==> src/rtl/serial_subtractor.sv <==
// Multi-cycle unsigned subtractor: diff = a - b, SLICE bits per clock with the borrow
// carried between cycles. Start/done handshake, registered result.
module serial_subtractor #(
    parameter int unsigned WIDTH = 8,
    parameter int unsigned SLICE = 1
) (
    input  logic             clk,
    input  logic             rst_n,
    input  logic             start,
    input  logic [WIDTH-1:0] a,
    input  logic [WIDTH-1:0] b,
    output logic             busy,
    output logic             done,
    output logic [WIDTH-1:0] diff,
    output logic             borrow,
    output logic             zero
);

    localparam int unsigned NSLICE = WIDTH / SLICE;
    localparam int unsigned CW     = $clog2(NSLICE + 1);

    generate
        if (WIDTH < 1 || SLICE < 1 || (WIDTH % SLICE) != 0) begin : g_bad_params
            $error("serial_subtractor: SLICE must be >= 1 and divide WIDTH");
        end
    endgenerate

    typedef enum logic [1:0] {
        StIdle,
        StRun,
        StDone
    } state_e;

    localparam logic [CW-1:0] CntLast = CW'(NSLICE - 1);

    state_e           state_q, state_d;
    logic [WIDTH-1:0] a_sh_q, a_sh_d;
    logic [WIDTH-1:0] b_sh_q, b_sh_d;
    logic [WIDTH-1:0] res_q, res_d;
    logic             bin_q, bin_d;
    logic [CW-1:0]    cnt_q, cnt_d;
    logic [WIDTH-1:0] diff_q, diff_d;
    logic             borrow_q, borrow_d;
    logic             zero_q, zero_d;

    logic [SLICE-1:0] slice_d;
    logic [SLICE:0]   slice_brw;
    logic             slice_bout;
    logic [WIDTH-1:0] res_shifted;

    // Ripple-borrow slice over the low SLICE bits of the operand shift registers.
    always_comb begin
        slice_d      = '0;
        slice_brw    = '0;
        slice_brw[0] = bin_q;
        for (int i = 0; i < SLICE; i++) begin
            slice_d[i]       = a_sh_q[i] ^ b_sh_q[i] ^ slice_brw[i];
            slice_brw[i + 1] = (~a_sh_q[i] & b_sh_q[i]) |
                               (~(a_sh_q[i] ^ b_sh_q[i]) & slice_brw[i]);
        end
    end

    assign slice_bout = slice_brw[SLICE];

    // New slice enters at the top so that after NSLICE shifts bit 0 is the result LSB.
    assign res_shifted = (res_q >> SLICE) | (WIDTH'(slice_d) << (WIDTH - SLICE));

    always_comb begin
        state_d  = state_q;
        a_sh_d   = a_sh_q;
        b_sh_d   = b_sh_q;
        res_d    = res_q;
        bin_d    = bin_q;
        cnt_d    = cnt_q;
        diff_d   = diff_q;
        borrow_d = borrow_q;
        zero_d   = zero_q;

        unique case (state_q)
            StIdle, StDone: begin
                if (start) begin
                    a_sh_d  = a;
                    b_sh_d  = b;
                    res_d   = '0;
                    bin_d   = 1'b0;
                    cnt_d   = '0;
                    state_d = StRun;
                end else begin
                    state_d = StIdle;
                end
            end
            StRun: begin
                a_sh_d = a_sh_q >> SLICE;
                b_sh_d = b_sh_q >> SLICE;
                res_d  = res_shifted;
                bin_d  = slice_bout;
                cnt_d  = cnt_q + CW'(1);
                if (cnt_q == CntLast) begin
                    diff_d   = res_shifted;
                    borrow_d = slice_bout;
                    zero_d   = (res_shifted == '0);
                    state_d  = StDone;
                end
            end
            default: state_d = StIdle;
        endcase
    end

    always_ff @(posedge clk) begin
        if (!rst_n) begin
            state_q  <= StIdle;
            a_sh_q   <= '0;
            b_sh_q   <= '0;
            res_q    <= '0;
            bin_q    <= 1'b0;
            cnt_q    <= '0;
            diff_q   <= '0;
            borrow_q <= 1'b0;
            zero_q   <= 1'b0;
        end else begin
            state_q  <= state_d;
            a_sh_q   <= a_sh_d;
            b_sh_q   <= b_sh_d;
            res_q    <= res_d;
            bin_q    <= bin_d;
            cnt_q    <= cnt_d;
            diff_q   <= diff_d;
            borrow_q <= borrow_d;
            zero_q   <= zero_d;
        end
    end

    assign busy   = (state_q == StRun);
    assign done   = (state_q == StDone);
    assign diff   = diff_q;
    assign borrow = borrow_q;
    assign zero   = zero_q;

endmodule
==> config.mk <==
export PLATFORM = sky130hd
export DESIGN_NAME = serial_subtractor
export DESIGN_NICKNAME = d
export VERILOG_FILES = /design/src/rtl/serial_subtractor.sv
export SDC_FILE = /design/constraint.sdc
export NUM_CORES = 1
export LEC_CHECK = 0
export CAP_MARGIN = 20
export CORE_MARGIN = 4
export CORE_UTILIZATION = 46
export CTS_CLUSTER_SIZE = 25
export DETAILED_ROUTE_END_ITERATION = 7
export PLACE_DENSITY = 0.81
export SETUP_SLACK_MARGIN = 0.15
export SYNTH_ARGS = -nofsm -noshare
export SYNTH_HDL_FRONTEND = slang
export SYNTH_SLANG_ARGS = --single-unit
export TNS_END_PERCENT = 20
==> constraint.sdc <==
create_clock -name clk -period 1.1 [get_ports clk]
set_input_delay 0.22 -clock clk [delete_from_list [all_inputs] [get_ports clk]]
set_output_delay 0.22 -clock clk [all_outputs]
set_load 0.02 [all_outputs]
==> reports/qor.txt, run 1 <==
I/O pins: 31
EDFF count, synth: 0
Hold Fails Final Rpt: 0
Routed WL: 3740 um
Commonest non-fill, non-tap cell in the layout: nand2_1
Critical path arrival: 1.03 ns
Post-synth net total: 208
Commonest cells after routing, fill and taps aside: nand2_1 (28), nand3_1 (25), a21oi_1 (25), dfxtp_1 (25), buf_4 (20)
Fin nets: 252
1st-pass router iterations: 4
Pin slew with the least headroom to its limit: 0.510 ns
TritonCTS clock tree: done
Seq cells post-synth: 40
Worst-skew pair later-pin latency: 0.35 ns
ANT cells: 0
Endpoints failing setup: 31
Via count: 1506
Lkg Pwr: 0.883 nW
Met1 wire length: 1620 um
CP endpoint kind: primary output
Main area contributors after synthesis: dfxtp_1 (48%), a21oi_1 (8.5%), nand3_1 (8.2%), mux2i_1 (6.6%), a22oi_1 (6.3%)
Required @ worst endpoint: 0.88 ns
Final ANT Viol Nets: 0
Max-slew violations: 0
Clock transition at path regs: 0.12 ns
Avg Cell Area, Syn: 8.86 sq um
DP Wirelength: 2370 um
Warnings from Yosys: 0
1st-iter DRT viols: 61
Vias in the first global route: 1344
Reg2Reg Setup Slack: -0.14 ns
Num CTS Buffers: 5
CTS H-Tree Depth: 2
Mapped Cells: 187
Max VDD drop: 0.00114 V
Share of layout cells above drive strength 1: 33.6%
Met3 WL: 255 um
Longest Clk Path Bufs: 2
Combined global-route utilization of all metal layers: 16.6%
Worst slew margin: 66.0%
Status: finished, violations left
Critical hold path startpoint: a[7]
Global-route wire length before repair: 5750 um
IO Port Bufs: 30
Final worst setup slack: -0.155 ns
Fmax: 0.797 GHz
Die width: 68.0 um
Grt ovf: 0
Post-synthesis sequential area ratio: 48.3%
Initial core utilization: 48.5%
Largest net degree at the start of global routing: 29
Layout area overhead: 43.7%
Number of remaining DRC errors: 0
Clock sink count: 40
Hold Path End: a_sh_q[7]
Met2 wire length: 1820 um
CORE AREA: 3420 sq um
Fin util: 69.7%
R2R depth: 6
Crit start category: flop
Most used DFF post-synth: dfxtp_1
Reg-to-Reg Start: state_q[1]
RSZ-0062 raised after global routing: true
Via-per-instance ratio: 5.42
Cell Area, Synth: 1660 sq um
Cell taking the most area after synthesis: dfxtp_1
Root Driver: clkbuf_4
Critical Path Fanout Max: 2
FILL cells: 285
Failing checks: setup timing
Final Critical Period: 1.25 ns
Share of the synthesized area in the top cell type: 48.3%
Post-synth ARST share: 0%
Pwr Density: 1420 nW/um^2
Hold Crit Class: input pin to flop
Critical path class: flop to primary output
GP Congestion: 0.748
Setup_tns: -3.15 ns
Wire per inst: 13.5 um
Multi-input gate area: 853 sq um
Fin crit share: 114%
FF/Latch Area: 822 sq um
Die Span Y: 68.0 um
Count of different cell masters after synthesis: 24
DR top layer: met4
Hold path cells: 3
Fin Clk Skew: 0.0109 ns
Num rows: 21
Initial antenna violation count: 0
CTS Hold Buffers Added: 0
Maxcap violations: 0
Die area: 4630 sq um
Worst R2R End: b_sh_q[3]
[worst max path at each step]
| stage | start | to | slack (ns) | cells past startpoint |
|---|---|---|---|---|
| 2_1_floorplan | bin_q | zero | -0.07 | 4 |
| 3_3_place_gp | start | b_sh_q[3] | -0.28 | 5 |
| 3_5_place_dp | start | b_sh_q[3] | -0.31 | 5 |
| 4_1_cts | state_q[1] | busy | -0.18 | 3 |
| 5_1_grt | a_sh_q[0] | zero | -0.20 | 3 |
| 6_report | state_q[1] | busy | -0.15 | 3 |
[per-stage QoR]
step | instance area [sq um] | hold slack, ns | cells | power (W) | setup WS, ns
2_1_floorplan | 1700 | 0.356 | 187 | 0.00178 | -0.0677
3_3_place_gp | 2120 | 0.445 | 266 | 0.00194 | -0.280
3_5_place_dp | 2120 | 0.456 | 266 | 0.00194 | -0.311
4_1_cts | 2300 | 0.417 | 276 | 0.00337 | -0.176
5_1_grt | 2380 | 0.433 | 278 | 0.00352 | -0.201
6_report | 2380 | 0.429 | 278 | 0.00339 | -0.155
[worst max-delay path, cell delays in order, from the launching register on]
cell      delay, ns
dfxtp_2        0.34
nand2b_4       0.16
inv_4          0.06
buf_4          0.13
[kinds of logic (layout without fill, tap and decap cells)]
family	Yosys count	after routing	synth area share, %
mux	12	12	7.55
buf+inv	19	63	5.89
fa+ha+maj	2	2	1.96
compound gates	44	44	16.0
simple gates	70	71	20.2
flops	40	40	48.3
[final cells by class]
class	count	share of cell area (%)
clock inverter	3	3.78
clock buffer	5	1.58
sequential	40	34.5
inverter	4	0.736
timing repair buffer	51	21.1
multi-input combinational	129	35.8
tap	46	2.42
[registers in the layout, indices dropped and copies added, names as in the netlist]
| signal | count |
|---|---|
| cnt_q | 4 |
| a_sh_q | 8 |
| zero | 1 |
| res_q | 7 |
| diff | 8 |
| b_sh_q | 8 |
| bin_q | 1 |
| borrow | 1 |
| state_q | 2 |
[synthesized netlist by cell type (2+ instances only)]
cell type  instances
inv_2              2
buf_6              2
buf_2              9
nand2_1           28
a22oi_1           14
clkbuf_1           4
nand3_1           27
mux2i_1           11
inv_1              2
nand2b_1           6
a21oi_1           28
nor2b_1            3
dfxtp_1           40
[where the power goes]
group | total (W) | internal, W | switching [W]
registers | 0.00154 | 0.00150 | 0.0000353
logic | 0.000431 | 0.000219 | 0.000212
clock network | 0.00142 | 0.000936 | 0.000485
total | 0.00339 | 0.00266 | 0.000733
[routing by layer]
layer  track usage [%]  vias to the layer above
met3              5.42                        5
met2              27.6                       58
met4              7.44                        0
met1              19.5                      699
met5                 0                        -
li1                  -                      744
[timing repair]
item | in CTS | in global routing
resized for setup | 82 | 18
gates cloned | 0 | 1
setup endpoints to repair | 52 | 52
pin swaps | 8 | 4
setup buffers | 2 | 1
(Power assumes the default switching activity.)
==> run 2: changes to the inputs <==
Settings changed: CAP_MARGIN 20 to not set, CORE_UTILIZATION 46 to 51, PLACE_DENSITY 0.81 to 0.84.
Clock period 1.1 ns to 1.2 ns, I/O delays scaled along.
==> run 2 against run 1 <==
  * The run still ends with setup timing left
  * Non-clock buffer count decreased by 5
  * First-iteration DRC count increased by 82%
  * Sequential power decreased by 8%
  * Power decreased by 28%
  * Setup slack improved by 0.10 ns
  * Critical path depth unchanged
==> reports/qor.txt, run 2 (synthesized netlist as in run 1, its figures left out) <==
Status: finished, violations left
Failing checks: setup timing
Required @ worst endpoint: 0.96 ns
Fin crit share: 104%
Die area: 4220 sq um
GP Congestion: 0.753
Clock sink count: 40
Root Driver: clkbuf_4
Largest net degree at the start of global routing: 29
Routed WL: 3990 um
Share of layout cells above drive strength 1: 30.1%
I/O pins: 31
Pre-CTS WS: -0.290 ns
CORE AREA: 3080 sq um
Pwr Density: 1090 nW/um^2
Num rows: 20
CTS Hold Buffers Added: 0
Fin Clk Skew: 0.00396 ns
Critical path class: flop to primary output
TritonCTS clock tree: done
CTS H-Tree Depth: 2
Setup_tns: -0.170 ns
Multi-input gate area: 845 sq um
CP peak stage delay: 0.34 ns
DR top layer: met4
Wire per inst: 14.8 um
Hold Fails Final Rpt: 0
Worst slew margin: 67.9%
Initial core utilization: 53.8%
Critical path arrival: 1.01 ns
Hold Crit Class: input pin to flop
Initial antenna violation count: 0
Via count: 1499
Via-per-instance ratio: 5.55
1st-iter DRT viols: 111
DP Wirelength: 2680 um
RSZ-0062 raised after global routing: true
Worst-skew pair later-pin latency: 0.34 ns
Crit start category: flop
Met1 wire length: 1590 um
WHS: 0.433 ns
Layout area overhead: 35.0%
Lkg Pwr: 0.808 nW
Maxcap violations: 0
Clock transition at path regs: 0.11 ns
Die Span Y: 65.0 um
IO Port Bufs: 30
Combined global-route utilization of all metal layers: 20.3%
Max stage delay cell, worst path: dfxtp_2
ANT cells: 0
Final worst setup slack: -0.0536 ns
Bufs and invs on worst path: 2
Final Critical Period: 1.25 ns
Endpoints failing setup: 8
Number of remaining DRC errors: 0
Max-slew violations: 0
Grt ovf: 0
Commonest cells after routing, fill and taps aside: nand3_1 (27), nand2_1 (27), a21oi_1 (26), dfxtp_1 (26), clkdlybuf4s50_1 (18)
Crit path cell chain: nand2b_4, inv_4, buf_6
Critical Path Fanout Max: 3
FILL cells: 256
Top delay family on crit path: flip-flops
CP endpoint kind: primary output
Global-route wire length before repair: 6640 um
Num CTS Buffers: 5
Max VDD drop: 0.000688 V
Fmax: 0.798 GHz
Longest Clk Path Bufs: 2
Met3 WL: 242 um
Die width: 65.0 um
Vias in the first global route: 1506
FF/Latch Area: 821 sq um
Met2 wire length: 2050 um
1st-pass router iterations: 4
Pin slew with the least headroom to its limit: 0.481 ns
Fin util: 72.6%
Fin nets: 247
Final ANT Viol Nets: 0
-- run 2: final cells by class --
class                           instances  area share [%]
Clock buffer                            6            1.85
Clock inverter                          1           0.224
Inverter                                4           0.783
Multi-Input combinational cell        129            37.8
Sequential cell                        40            36.7
Tap cell                               44            2.46
Timing Repair Buffer                   46            20.2
-- run 2: power breakdown --
part / internal, W / total, W / switching, W
sequential: 0.00138 / 0.00141 / 0.0000343
clock: 0.000216 / 0.000622 / 0.000406
combinational: 0.000198 / 0.000396 / 0.000197
total: 0.00179 / 0.00243 / 0.000637
-- run 2: worst min-delay path, cell delays in order --
cell and delay, ns:
clkdlybuf4s50_1 0.40, nand2_1 0.05, a21oi_1 0.05
-- run 2: path summary, 6_finish.rpt --
path	startpoint	endpoint	slack (ns)	cells past startpoint
max	state_q[1]	busy	-0.05	3
min	a[7]	a_sh_q[7]	0.43	3
max reg2reg	state_q[1]	cnt_q[2]	-0.05	4
min reg2reg	diff[5]	diff[5]	0.47	2
-- run 2: what timing repair did --
action | 4_1_cts | 5_1_grt
cloned | 1 | 0
endpoints found under the setup margin | 52 | 52
gates resized for setup | 86 | 9
buffers inserted | 2 | 4
pin swaps | 5 | 10
-- run 2: layer usage --
layer / GRT usage [%] / vias up
met3: 5.37 / 11
li1: - / 735
met5: 0 / -
met2: 36.0 / 56
met1: 22.0 / 697
met4: 10.3 / 0
-- run 2: per-stage QoR --
stage / total power (W) / instances / cell area [sq um]
2_1_floorplan: 0.00163 / 187 / 1700
3_3_place_gp: 0.00175 / 256 / 2060
3_5_place_dp: 0.00177 / 256 / 2060
4_1_cts: 0.00241 / 266 / 2180
5_1_grt: 0.00255 / 270 / 2240
6_report: 0.00243 / 270 / 2240
==> run 3: changes to the inputs <==
Settings changed: PLACE_DENSITY 0.84 to not set, PLACE_DENSITY_LB_ADDON set to 0.3, SLEW_MARGIN set to 10.
==> run 3 against run 2 <==
  * The run still ends with setup timing left
  * Sequential share of layout area is 1.2 points lower
  * Wire length is 0.23% higher
  * Cell count grew 1.5%
  * Register-to-register slack improved by 0.02 ns
  * Critical path depth stayed put
  * Design area is 3.5% higher
  * Clock skew grew 0.0038 ns
  * First-iteration DRC count grew 3.6%
  * Fmax down 0.81%
  * Power rose by 1.6%
  * Critical path type unchanged
==> reports/qor.txt, run 3 (synthesized netlist as in run 1, its figures left out) <==
Status: finished, violations left
Failing checks: setup timing
Final ANT Viol Nets: 0
Clock transition at path regs: 0.11 ns
Longest Clk Path Bufs: 2
Inst Count DP: 254
I/O pins: 31
Max-slew violations: 0
Pre-CTS WS: -0.239 ns
Num rows: 20
Combined global-route utilization of all metal layers: 19.1%
Share of layout cells above drive strength 1: 33.0%
Reg2Reg Setup Slack: -0.03 ns
Hold Path End: b_sh_q[7]
IO Port Bufs: 30
Final Power: 0.00247 W
Fmax: 0.791 GHz
CP endpoint kind: primary output
1st-pass router iterations: 6
Commonest cells after routing, fill and taps aside: nand3_1 (27), nand2_1 (27), a21oi_1 (25), dfxtp_1 (24), clkdlybuf4s50_1 (18)
Pin slew with the least headroom to its limit: 0.501 ns
Grt ovf: 0
Clock sink count: 40
Sequential share of power: 57.2%
Die Span Y: 65.0 um
Initial antenna violation count: 0
Hold Crit Class: input pin to flop
Worst-skew pair later-pin latency: 0.34 ns
Routed WL: 4000 um
DP Wirelength: 2400 um
Fin nets: 251
Crit start category: flop
CTS H-Tree Depth: 2
Global-route wire length before repair: 6280 um
Final worst setup slack: -0.0638 ns
R2R depth: 4
GP Congestion: 0.773
Die width: 65.0 um
Max VDD drop: 0.000757 V
FILL cells: 224
TritonCTS clock tree: done
Pwr Density: 1070 nW/um^2
ANT cells: 0
Vias in the first global route: 1362
Via count: 1508
Maxcap violations: 0
Via-per-instance ratio: 5.50
Wire per inst: 14.6 um
Sw Share: 26.2%
Combinational share of power: 17.5%
Reg-to-Reg Start: b_sh_q[0]
Largest net degree at the start of global routing: 29
Layout area overhead: 39.7%
Power share of the clock group: 25.3%
Endpoints failing setup: 7
1st-iter DRT viols: 115
Final Critical Period: 1.26 ns
Fin Clk Skew: 0.00780 ns
Layout Cells excl Fill: 274
Required @ worst endpoint: 0.96 ns
Critical Path Fanout Max: 3
Fin crit share: 105%
RSZ-0062 raised after global routing: true
FF/Latch Area: 821 sq um
Num CTS Buffers: 5
Die area: 4220 sq um
Lkg Pwr: 0.844 nW
Critical path arrival: 1.02 ns
Initial core utilization: 53.8%
Internal Power: 0.00182 W
CORE AREA: 3080 sq um
Root Driver: clkbuf_4
Hold Fails Final Rpt: 0
Multi-input gate area: 853 sq um
Worst slew margin: 66.5%
Net Switching: 0.000645 W
Hold path cells: 3
Critical hold path startpoint: b[7]
Worst R2R End: zero
Critical path class: flop to primary output
Number of remaining DRC errors: 0
-- run 3: changes by cell type in the layout (fill, tap and decap cells not counted), sizes merged --
cell	before	now
buf	28	31
clkbuf	6	7
-- run 3: worst max-delay path by stage --
| stage | from | to | slack, ns |
|---|---|---|---|
| 3_5_place_dp | start | b_sh_q[3] | -0.24 |
| 2_1_floorplan | bin_q | zero | 0.03 |
| 4_1_cts | state_q[1] | cnt_q[2] | -0.07 |
| 5_1_grt | b_sh_q[0] | zero | -0.14 |
| 3_3_place_gp | start | a_sh_q[2] | -0.19 |
| 6_report | state_q[1] | busy | -0.06 |
-- run 3: what timing repair did --
action                                  in CTS  in global routing
endpoints found under the hold margin        0                  0
gates cloned                                 1                  1
pin swaps                                    9                  3
endpoints found under the setup margin      52                 52
hold buffers                                 0                  0
buffers inserted                             1                 10
gates resized for setup                     90                 10
-- run 3: cell type report --
| cell class | count | share of cell area (%) |
|---|---|---|
| clock buffer | 6 | 1.78 |
| clock inverter | 1 | 0.216 |
| inverter | 4 | 0.757 |
| multi-input combinational | 129 | 36.9 |
| sequential | 40 | 35.5 |
| tap | 44 | 2.38 |
| timing repair buffer | 50 | 22.5 |
-- run 3: power groups by stage --
stage | Clock, W | Combinational (W) | Sequential, W
after global placement | 0 | 0.000320 | 0.00143
after detailed placement | 0 | 0.000332 | 0.00144
after floorplan | 0 | 0.000203 | 0.00143
after global routing | 0.000702 | 0.000472 | 0.00142
after CTS | 0.000627 | 0.000362 | 0.00141
final | 0.000624 | 0.000432 | 0.00141
-- run 3: through the flow --
step	util [%]	instance area (sq um)	setup TNS [ns]	hold slack [ns]
floorplan	-	1700	0	0.376
global placement	66.8	2060	-5.35	0.441
detailed placement	66.8	2060	-6.36	0.451
CTS	70.7	2180	-0.322	0.433
global route	75.2	2310	-0.860	0.424
finish	75.2	2310	-0.177	0.436
-- run 3: worst max-delay path, stage by stage (launching register included) --
cell	delay [ns]
dfxtp_2	0.33
nand2b_4	0.16
inv_4	0.09
buf_6	0.12
-- run 3: layer usage --
metal | track usage, % | part of all wire, % | vias up
met4 | 8.71 | 1.9 | 0
met3 | 4.33 | 5.2 | 9
li1 | - | - | 738
met2 | 30.5 | 51 | 45
met5 | 0 | 0 | -
met1 | 24.4 | 42 | 716
==> variant, RTL diff (config.mk and constraints of run 2) <==
Reset style: asynchronous (`rst_n`), changed in one clocked block.
--- a/src/rtl/serial_subtractor.sv
+++ b/src/rtl/serial_subtractor.sv
@@ -106,7 +106,7 @@
         endcase
     end
 
-    always_ff @(posedge clk) begin
+    always_ff @(posedge clk or negedge rst_n) begin
         if (!rst_n) begin
             state_q  <= StIdle;
             a_sh_q   <= '0;
Formal check against the unedited RTL: differs if rst_n is asserted again (counterexample within 4 cycles, from zero or initial values and one cycle with rst_n low); with rst_n held inactive, the same outputs for 10 cycles.
==> variant against run 2 <==
The run still ends with setup timing left; core utilization up 11 points; sequential share of layout area up 1.5 points; sequential cell count unchanged; area after synthesis up 2.9%; worst setup slack worse by 0.22 ns; design area up 17%; count of clock-buffer cells in the layout up 2; largest cell class is now flip-flops and latches; wire length up 18%; global-route usage up 0.70 points; hold slack worse by 0.064 ns.
Power is not compared: it rests on default switching activity, and its combinational part moved more than twofold at a synthesized area within 25%.
==> variant: results (changes against run 2) <==
status:
  status: "complete, but fails checks"
  violations: "setup timing"
global_routing:
  use_met2_pct: 34.54  # -1.5 points
  grt_pass1_wl_um: 6624  # -0.30%
  grt_max_degree: 41  # +41%
  met1_usage_pct: 24.80  # +2.8 points
  met3_usage_pct: 7.313  # +1.9 points
  track_usage_pct: 21.01  # +0.70 points
layout:
  nFillCells: 162  # -37%
  fin_nets: 225  # -8.9%
  drive_gt1_share_pct: 42.44  # +12 points
  n_antenna_cell: 0  # unchanged
logic_synthesis:
  ys_async_sr_fraction_pct: 100.0  # +100 points
  synth_cell_type_count: 27  # +13%
  yosys_warnings: 0  # unchanged
  yosys-top-cells-count: "dfrtp_1, nand2_1, nand3_1"
  syn_nets: 160  # -23%
  synthAdderAreaFrac_pct: 1.909  # -0.055 points
  avgSynthCellArea_um2: 12.26  # +38%
  yosysSeqAreaShare_pct: 58.74  # +10 points
  synth-compound-area-share_pct: 13.07  # -2.9 points
  yosys-top-cells-area: "dfrtp_1, mux2_4, a22oi_1, a22o_1, nand3_1"
  synthMuxAreaShare_pct: 9.178  # +1.6 points
  synthFlopType: "dfrtp_1"
worst_setup_path:
  r2r_cells: 6  # +2
  rr_startpoint: "cnt_q[1]"
  worst_ep_arrival_time_ns: 1.23  # +0.22 ns
  cp_slowest_cell: "dfrtp_1"
  worstPathMaxFanout: 4  # +1
  r2r_end: "diff[2]"
  critPathMaxStageDelay_ns: 0.39  # +0.05 ns
  critPathTopFamily: "flip-flops"
placement:
  pre_cts_ws_ns: -0.2864  # +0.003516 ns
  hpwlAfterDp_um: 2597  # -3.1%
  dpl.cell_count: 222  # -13%
  place_congestion: 0.8132  # +7.9%
clock_tree:
  cts_root_buf: "clkbuf_4"
  worstSkewPairLatency_ns: 0.36  # +0.02 ns
  numCtsBuffers: 5  # unchanged
  clkTransAtPathRegs_ns: 0.12
sta:
  finalClockSkew_ns: 0.01287  # +0.008911 ns
  setup_slack_ns: -0.2731  # -0.2195 ns
  hold_viol: 0  # unchanged
  worstMarginPinSlew_ns: 0.2852  # -0.1963 ns
  setup_viol: 39  # +31
routing:
  via_count: 1406  # -6.2%
  drt_iter0_drc: 66  # -41%
  routed_wl_um: 4716  # +18%
  first_pass_iters: 4  # unchanged
  vias_per_cell: 5.647  # +1.7%
pwr:
  p_leak_nw: 1.217
  p_switching_w: 0.002723
  peakVddDrop_uv: 1726
min_path:
  hold_path.class: "in -> async"
## variant: power groups by stage
stage | sequential [W] | combinational, W | clock [W]
after floorplan | 0.00249 | 0.00155 | 0
after global placement | 0.00234 | 0.00272 | 0
after detailed placement | 0.00239 | 0.00284 | 0
after CTS | 0.00239 | 0.00331 | 0.000733
after global routing | 0.00252 | 0.00437 | 0.000792
final | 0.00245 | 0.00412 | 0.000726
## variant: how the worst max path moves through the flow
stage / start / endpoint / slack, ns
floorplan: cnt_q[0] / diff[1] / -0.19
global placement: state_q[1] / diff[0] / -0.26
detailed placement: start / a_sh_q[3] / -0.29
CTS: state_q[1] / diff[3] / -0.28
global route: state_q[1] / busy / -0.34
finish: state_q[1] / busy / -0.27
## variant: per-stage QoR
step / TNS [ns] / total power [W] / area [um2] / util (%) / hold WS [ns]
finish: -5.660 / 0.007291 / 2621 / 83.80 / 0.3688
global route: -7.937 / 0.007681 / 2621 / 83.80 / 0.3624
CTS: -6.971 / 0.006434 / 2416 / 77.24 / 0.3574
detailed placement: -9.384 / 0.005227 / 2177 / 69.60 / 0.2224
global placement: -8.089 / 0.005059 / 2177 / 69.60 / 0.2206
floorplan: -2.009 / 0.004045 / 1709 / - / -0.05559
## variant: area by class of cell
cell class,count,share of cell area [%]
repair buffers,68,28.88
clock buffers,8,2.243
flip-flops and latches,40,38.19
inverters,5,1.002
multi-input cells,84,27.59
well taps,44,2.100
## variant: cells by family (layout without fill, tap and decap cells)
family                   after synthesis  count (layout)
flip-flops                            40              40
adder cells (fa/ha/maj)                2               2
AO/OA/AOI/OAI                         28              28
buffers and inverters                 15              81
AND/OR/NAND/NOR                       42              42
multiplexers                          12              12
## variant: worst reg2reg max path, cell delays in order, from the launching register on
cell	delay, ns
dfrtp_1	0.37
ha_2	0.19
nand2_2	0.07
nor3_4	0.16
buf_6	0.15
buf_12	0.13
mux2_4	0.30
## variant: per-layer routing
metal | wire [um] | part of all wire [%]
met5 | 0 | 0
met1 | 1883 | 40
met3 | 238 | 5.0
met2 | 2506 | 53
met4 | 89 | 1.9
## variant: what timing repair did
item | in CTS | in global routing
endpoints found under the setup margin | 52 | 52
pin swaps | 5 | 14
hold buffers | 1 | 0
gates resized for setup | 86 | 30
cloned | 1 | 2
buffers inserted | 10 | 5
hold endpoints to repair | 40 | 0
